[src/rtl/game_pkg.sv]
// Shared state encodings and parameter defaults for the game sequencer.
package game_pkg;

  typedef enum logic [2:0] {
    ST_IDLE  = 3'd0,
    ST_SERVE = 3'd1,
    ST_PLAY  = 3'd2,
    ST_MISS  = 3'd3,
    ST_OVER  = 3'd4
  } state_t;

  localparam int unsigned DEF_LIVES          = 3;
  localparam int unsigned DEF_SERVE_FRAMES   = 60;
  localparam int unsigned DEF_MISS_FRAMES    = 63;
  localparam int unsigned DEF_HITS_PER_LEVEL = 5;
  localparam int unsigned FCNT_W             = 8;
  localparam int unsigned HCNT_W             = 8;

endpackage

[src/rtl/bcd_score_counter.sv]
// Two-digit BCD score counter; clear has priority, increments saturate at 99.
module bcd_score_counter (
  input  logic       clk25,
  input  logic       clear,
  input  logic       inc,
  output logic [7:0] score
);

  always_ff @(posedge clk25) begin
    if (clear) begin
      score <= '0;
    end else if (inc && score != 8'h99) begin
      if (score[3:0] == 4'd9) begin
        score[3:0] <= '0;
        score[7:4] <= score[7:4] + 4'd1;
      end else begin
        score[3:0] <= score[3:0] + 4'd1;
      end
    end
  end

endmodule

[src/rtl/game_sequencer.sv]
// Game flow sequencer: start/serve/play/miss/over, lives, BCD score and speed level.
module game_sequencer
  import game_pkg::*;
#(
  parameter int unsigned LIVES          = DEF_LIVES,
  parameter int unsigned SERVE_FRAMES   = DEF_SERVE_FRAMES,
  parameter int unsigned MISS_FRAMES    = DEF_MISS_FRAMES,
  parameter int unsigned HITS_PER_LEVEL = DEF_HITS_PER_LEVEL
) (
  input  logic       clk25,
  input  logic       Reset,
  input  logic       frame_tick,
  input  logic       start_btn,
  input  logic       hit,
  input  logic       miss,
  output logic       ball_run,
  output logic       ball_load,
  output logic       flash,
  output logic [1:0] lives,
  output logic [7:0] score,
  output logic [1:0] speed,
  output logic [2:0] state
);

  localparam logic [FCNT_W-1:0] SERVE_LAST = FCNT_W'(SERVE_FRAMES - 1);
  localparam logic [FCNT_W-1:0] MISS_LAST  = FCNT_W'(MISS_FRAMES - 1);
  localparam logic [HCNT_W-1:0] HIT_LAST   = HCNT_W'(HITS_PER_LEVEL - 1);

  logic              sync1, sync2, sync3;
  logic              start_evt;
  state_t            st, st_nxt;
  logic [FCNT_W-1:0] fcnt, fcnt_nxt;
  logic [HCNT_W-1:0] hcnt, hcnt_nxt;
  logic [1:0]        lives_nxt, speed_nxt;
  logic              load_nxt, score_clr, score_inc;

  assign start_evt = sync2 & ~sync3;
  assign state     = st;

  always_comb begin
    st_nxt    = st;
    fcnt_nxt  = fcnt;
    hcnt_nxt  = hcnt;
    lives_nxt = lives;
    speed_nxt = speed;
    load_nxt  = 1'b0;
    score_clr = 1'b0;
    score_inc = 1'b0;
    case (st)
      ST_IDLE, ST_OVER: begin
        if (start_evt) begin
          st_nxt    = ST_SERVE;
          lives_nxt = 2'(LIVES);
          speed_nxt = '0;
          hcnt_nxt  = '0;
          fcnt_nxt  = '0;
          score_clr = 1'b1;
          load_nxt  = 1'b1;
        end
      end
      ST_SERVE: begin
        if (frame_tick) begin
          if (fcnt == SERVE_LAST) begin
            st_nxt   = ST_PLAY;
            fcnt_nxt = '0;
          end else begin
            fcnt_nxt = fcnt + 1'b1;
          end
        end
      end
      ST_PLAY: begin
        // miss outranks a coincident hit, which is dropped
        if (miss) begin
          st_nxt   = ST_MISS;
          fcnt_nxt = '0;
          if (lives != 2'd0) lives_nxt = lives - 2'd1;
        end else if (hit) begin
          score_inc = 1'b1;
          if (hcnt == HIT_LAST) begin
            hcnt_nxt = '0;
            if (speed != 2'd3) speed_nxt = speed + 2'd1;
          end else begin
            hcnt_nxt = hcnt + 1'b1;
          end
        end
      end
      ST_MISS: begin
        if (frame_tick) begin
          if (fcnt == MISS_LAST) begin
            fcnt_nxt = '0;
            if (lives == 2'd0) begin
              st_nxt = ST_OVER;
            end else begin
              st_nxt   = ST_SERVE;
              load_nxt = 1'b1;
            end
          end else begin
            fcnt_nxt = fcnt + 1'b1;
          end
        end
      end
      default: st_nxt = ST_IDLE;
    endcase
  end

  always_ff @(posedge clk25) begin
    if (!Reset) begin
      sync1     <= 1'b0;
      sync2     <= 1'b0;
      sync3     <= 1'b0;
      st        <= ST_IDLE;
      fcnt      <= '0;
      hcnt      <= '0;
      lives     <= '0;
      speed     <= '0;
      ball_run  <= 1'b0;
      ball_load <= 1'b0;
      flash     <= 1'b0;
    end else begin
      sync1     <= start_btn;
      sync2     <= sync1;
      sync3     <= sync2;
      st        <= st_nxt;
      fcnt      <= fcnt_nxt;
      hcnt      <= hcnt_nxt;
      lives     <= lives_nxt;
      speed     <= speed_nxt;
      ball_run  <= (st_nxt == ST_PLAY);
      ball_load <= load_nxt;
      flash     <= (st_nxt == ST_MISS);
    end
  end

  // reset folded into the counter's synchronous clear
  bcd_score_counter u_score (
    .clk25 (clk25),
    .clear (score_clr | ~Reset),
    .inc   (score_inc),
    .score (score)
  );

endmodule

[config.mk]
export PLATFORM = sky130hd
export DESIGN_NAME = game_sequencer
export DESIGN_NICKNAME = d
export VERILOG_FILES = /design/src/rtl/game_pkg.sv /design/src/rtl/bcd_score_counter.sv /design/src/rtl/game_sequencer.sv
export SDC_FILE = /design/constraint.sdc
export NUM_CORES = 1
export LEC_CHECK = 0
export BUFFER_PORTS_ARGS = -buffer_cell sky130_fd_sc_hd__clkbuf_2
export CORE_UTILIZATION = 35
export DETAILED_ROUTE_END_ITERATION = 10
export GPL_TIMING_DRIVEN = 1
export HOLD_SLACK_MARGIN = 0.05
export MAX_ROUTING_LAYER = met4
export SYNTH_ARGS = -nofsm -noshare
export SYNTH_HDL_FRONTEND = slang
export SYNTH_SLANG_ARGS = --single-unit
[constraint.sdc]
create_clock -name clk25 -period 3.8 [get_ports clk25]
set_input_delay 0.38 -clock clk25 [delete_from_list [all_inputs] [get_ports clk25]]
set_output_delay 0.38 -clock clk25 [all_outputs]
set_load 0.1 [all_outputs]
* Word level (Yosys, flattened, before mapping) *
Index checks and enable logic that the tools add are counted.

operators by class
  mux-type cells = 39
  reduce and logical (&&, ||, !) cells = 12
  bitwise operators = 4
  add/sub/neg operators = 6
  equal/unequal tests = 21

operators by type and width
  cell                                           number
  2-to-1 mux 8 bit                               9
  case mux 8 bit (4 select lines)                1
  2-to-1 mux 3 bit                               7
  != test 2 bit, second input constant           10
  adder 8 x 1 -> 8 bit, second input constant    2
  == test 8 x 6 -> 1 bit, second input constant  2
  2-to-1 mux 2 bit                               8
  case mux 8 bit (2 select lines)                1
  == test 3 x 2 -> 1 bit, second input constant  4
  case mux 3 bit (4 select lines)                1
  adder 4 x 1 -> 4 bit, second input constant    2
  == test 8 x 3 -> 1 bit, second input constant  1
  2-to-1 mux 1 bit                               8
  != test 8 bit, second input constant           1
  case mux 2 bit (2 select lines)                2
  AND reduction 4 bit                            2
  AND reduction 6 bit                            1
  AND reduction 5 bit                            1
  == test 4 bit, second input constant           1
  2-to-1 mux 4 bit                               1
  nonzero test 2 bit                             2
  nonzero test 4 bit                             1
  == test 3 x 1 -> 1 bit, second input constant  1
  == test 3 bit, second input constant           1
  other kinds (11)                               12

word-level totals
  output and inout bits = 18
  bits in registers = 37
  logic and storage cells = 95
  input bits = 6

* Longest topological paths before layout *
  word-level depth = 6
  gate-level depth with buffers = 8
  mapped depth without buffers = 7

* Cells and area by module *
A second synthesis with hierarchy kept.

unflattened totals
  cell total of the unflattened synthesis = 221
  area total of the unflattened synthesis = 1999.4 sq um

by module, submodules not included
  module             instances  seq. area each (sq um)  cells each  area an instance (sq um)
  game_sequencer     1          580.6                   176         1555.2
  bcd_score_counter  1          160.2                   45          444.2

* Least setup slack after synthesis *
Ideal clock, no wire load.

  path kind = reg2reg
  start point = register st[2], in the netlist state[2]
  end point = register fcnt[5]
  setup slack = 1.474 ns
  required time = 3.713 ns
  path buffers = 2
  clock period less this slack = 2.326 ns
  data arrival time = 2.239 ns
  stages on the path, launching flop included = 8
  library setup time = 0.087 ns
  path through = dfxtp_1 > buf_2 > and2b_1 > a211oi_1 > buf_2 > and3_1 > a31oi_1 > o31ai_1

between the ends
  longest elaborated chain between the ends = 4
  elaborated cells on any way between the ends = 13
  classes of those cells = 8 x eq/ne; 1 x mux; 4 x reduce/logical

ends and longest elaborated chain
  what                                                           line                   source
  from (decl)                                                    game_sequencer.sv:31   state_t st, st_nxt;
  from (signal assigned)                                         game_sequencer.sv:123  st <= st_nxt;
  == test 3 bit or logical NOT 3 bit (tied branches)             game_sequencer.sv:49   case (st)
  OR reduction 2 bit                                             game_sequencer.sv:49
  nonzero test 4 bit (no line) or != test 2 bit (tied branches)  --
  AND reduction 5 bit (no line)                                  --
  to (signal assigned)                                           game_sequencer.sv:124  fcnt <= fcnt_nxt;
  to (decl)                                                      game_sequencer.sv:32   logic [FCNT_W-1:0] fcnt, fcnt_nxt;

Parallel ways exist; a longest one is shown, timed or not.
A chain may end at the register's enable or synchronous reset.

* Worst setup path in the final report *
  start point = register st[2], in the netlist state[2]
  end point = register fcnt[3]

The elaborated chain is that of the path after synthesis.

==> results.py <==
metrics = {
    "setup_path": {
        "regToRegEndpoint": "fcnt[3]",
        "worstSetupPathType": "register to register",
        "cp-end-kind": "register",
        "reg2reg_from": "state[2]",
        "reg2reg_depth": 4,
        "crit_fanout": 12,
        "crit_path_end": "fcnt[3]",
        "worstPathRequired_ns": 3.97,
        "arrival_ns": 2.56,
        "crit_start": "state[2]",
        "crit_path_start_kind": "register",
        "r2r_slack_ns": 1.41,
    },
    "synthesis": {
        "synth-edff-count": 0,
        "ys_types": 59,
        "synth_area_sq_um": 1980,
        "yosysMostFrequentCell": "dfxtp_1",
        "ys_seq_area_share_pct": 37.5,
        "yosys-top-cells-count": "dfxtp_1, nor2_1, nand2_1",
        "synth.net_count": 238,
        "syn_avg_cell_area_sq_um": 8.83,
        "synthCells": 224,
        "synth_area_leader_cell": "dfxtp_1",
        "async_flop_share_pct": 0,
        "synth_ff_type": "dfxtp_1",
        "synth-seq-cells": 37,
        "ys_warn_count": 0,
        "synth_area_leaders": "dfxtp_1, ha_1, nor2_1",
        "yosys.area.top_type_share_pct": 37.5,
    },
    "pwr": {
        "p_per_area_nw_per_um2": 324,
        "leakagePower_uw": 0.000864,
        "ir_worst_vdd_mv": 0.152,
    },
    "floorplan": {
        "fp-row-count": 26,
        "die_h_um": 77.2,
        "core-area_sq_um": 5270,
        "start_util_pct": 37.5,
        "ioPinCount": 24,
        "fp.dieArea_sq_um": 5950,
        "die_x_um": 77.2,
    },
    "worst_hold_path": {
        "min_path_type": "input port to register",
        "hold_path.startpoint": "start_btn",
    },
    "cells_and_area": {
        "fin_nets": 261,
        "fin_cells": 318,
        "area_growth_pct": 11.6,
        "antennaDiodeCount": 0,
        "layout-drive-gt1-share_pct": 16.5,
        "final_util_pct": 41.9,
    },
    "clocking": {
        "clock_path_buffers": 2,
        "cts_tree": "built",
        "cts_inserted_buffers": 5,
        "cts_sinks": 37,
        "htree_levels": 2,
        "clock-root-buffer": "clkbuf_8",
        "ctsHoldBuffers": 0,
        "post_cts_buffers": 0,
        "clock_latency_ns": 0.29,
        "clk_pin_slew_worst_paths_ns": 0.07,
        "ctsResizeCount": 0,
    },
    "drt": {
        "firstDrtPassIters": 4,
        "drt_iter0_drc": 91,
        "drc": 0,
        "wirelength_mm": 3.96,
        "viasPerCell": 5.23,
        "vias": 1662,
        "wl_per_cell_um": 12.4,
        "ant_nets": 0,
    },
    "global_routing": {
        "grt_pass1_wl_mm": 6.70,
        "track_usage_pct": 14.4,
        "grt_pass1_vias": 1452,
        "antenna_found_initial": 0,
        "grt_overflow": 0,
        "grt_max_degree": 18,
    },
    "timing": {
        "final-max-slew-violation-count": 0,
        "setup_slack_ns": 1.41,
        "fmax_ghz": 0.419,
        "clock_skew_ns": 0.00815,
        "timing.hold.ws_ns": 0.307,
        "setup_viol": 0,
        "setup_tns_ns": 0,
        "finalHoldViolCount": 0,
        "slew_headroom_pct": 21.1,
        "finalCriticalPeriod_ns": 2.39,
        "rsz0062_at_grt": "false",
        "post-route-period-util_pct": 62.8,
        "worstMarginPinSlew_ns": 1.18,
    },
    "run_status": {
        "status": "finished, final reports clean",
    },
    "placement": {
        "dp_cells": 310,
        "gp_congestion": 0.787,
        "post-place-ws_ns": 1.46,
        "dpl.hpwl_mm": 2.80,
        "portBuffers": 23,
    },
    "job": {
        "cap_violations": 0,
    },
}
[metrics by stage]
| step | instance area (sq um) | total power [uW] |
|---|---|---|
| final | 2210 | 715 |
| after global routing | 2210 | 749 |
| after CTS | 2210 | 727 |
| after detailed placement | 2130 | 462 |
| after global placement | 2130 | 462 |
| after floorplan | 1980 | 450 |
[worst max-delay path, stage by stage (launching register included)]
cell	delay, ns
dfxtp_1	0.56
and2b_1	0.29
a211oi_1	0.99
nand2b_1	0.32
o211ai_1	0.12
[kinds of logic (layout without fill, tap and decap cells)]
logic type | after synthesis | count (layout) | share of synthesized area (%)
DFF | 37 | 37 | 37.5
buffers and inverters | 19 | 43 | 4.94
AOI/OAI and AO/OA | 46 | 46 | 16.0
muxes | 1 | 1 | 0.506
and+or+nand+nor | 104 | 104 | 32.0
xor gates and xnor gates | 9 | 9 | 3.99
adders and majority gates | 8 | 8 | 5.06
[cell type report]
type                            count  area [sq um]
Clock buffer                        8          80.1
Fill cell                         551          3060
Inverter                           12          45.0
Multi-Input combinational cell    168          1140
Sequential cell                    37           741
Tap cell                           70          87.6
Timing Repair Buffer               23           115
[power breakdown]
part           total (uW)  switching (uW)  internal, uW  leakage, uW
Sequential            397            5.54           392     0.000299
Clock                 262             132           130    0.0000395
Combinational        55.4            40.3          15.2     0.000526
Total                 715             178           537     0.000864
[worst min-delay path by stage]
| stage | endpoint | cells past startpoint | slack, ns |
|---|---|---|---|
| CTS | sync1 | 2 | 0.30 |
| global placement | sync2 | 1 | 0.42 |
| detailed placement | sync2 | 1 | 0.42 |
| global route | sync1 | 2 | 0.30 |
| floorplan | sync2 | 1 | 0.41 |
| finish | sync1 | 2 | 0.31 |
[layer usage]
metal  vias up  part of all wire, %  global-route usage [%]
met2        43                   44                    22.0
met4         0                 0.66                    5.09
li1        855                    -                       -
met3         3                  5.6                    4.17
met5         -                    0                       -
met1       761                   49                    18.0
[flip-flops by register name (all words and copies together), names as in the netlist, 2 cells and up]
| register | count |
|---|---|
| lives | 2 |
| state | 3 |
| u_score.score | 8 |
| fcnt | 8 |
| speed | 2 |
| hcnt | 8 |
[placed cells by master (no fill, tap or decap), types with 2 or more instances in the layout]
| master | synthesis | routed |
|---|---|---|
| dfxtp_1 | 37 | 37 |
| a211oi_1 | 2 | 2 |
| o31ai_1 | 4 | 4 |
| nand4_1 | 8 | 8 |
| o21ai_0 | 6 | 6 |
| inv_1 | 12 | 12 |
| nand3_1 | 9 | 9 |
| nor3_1 | 3 | 3 |
| clkbuf_1 | 1 | 3 |
| a31oi_1 | 6 | 6 |
| nor2_1 | 21 | 21 |
| xor2_1 | 7 | 7 |
| nand2b_1 | 4 | 4 |
| clkbuf_2 | 0 | 23 |
| or3_1 | 4 | 4 |
| o2bb2ai_1 | 2 | 2 |
| or4b_1 | 2 | 2 |
| xnor2_1 | 2 | 2 |
| ha_1 | 8 | 8 |
| and3_1 | 8 | 8 |
| a21oi_1 | 11 | 11 |
| o211ai_1 | 2 | 2 |
| and2_1 | 6 | 6 |
| or2_2 | 2 | 2 |
| a311oi_1 | 2 | 2 |
| clkbuf_8 | 0 | 5 |
| nand3b_1 | 2 | 2 |
| nand2_1 | 15 | 15 |
| nor3b_1 | 2 | 2 |
No activity file was read; power rests on OpenSTA's default activity.
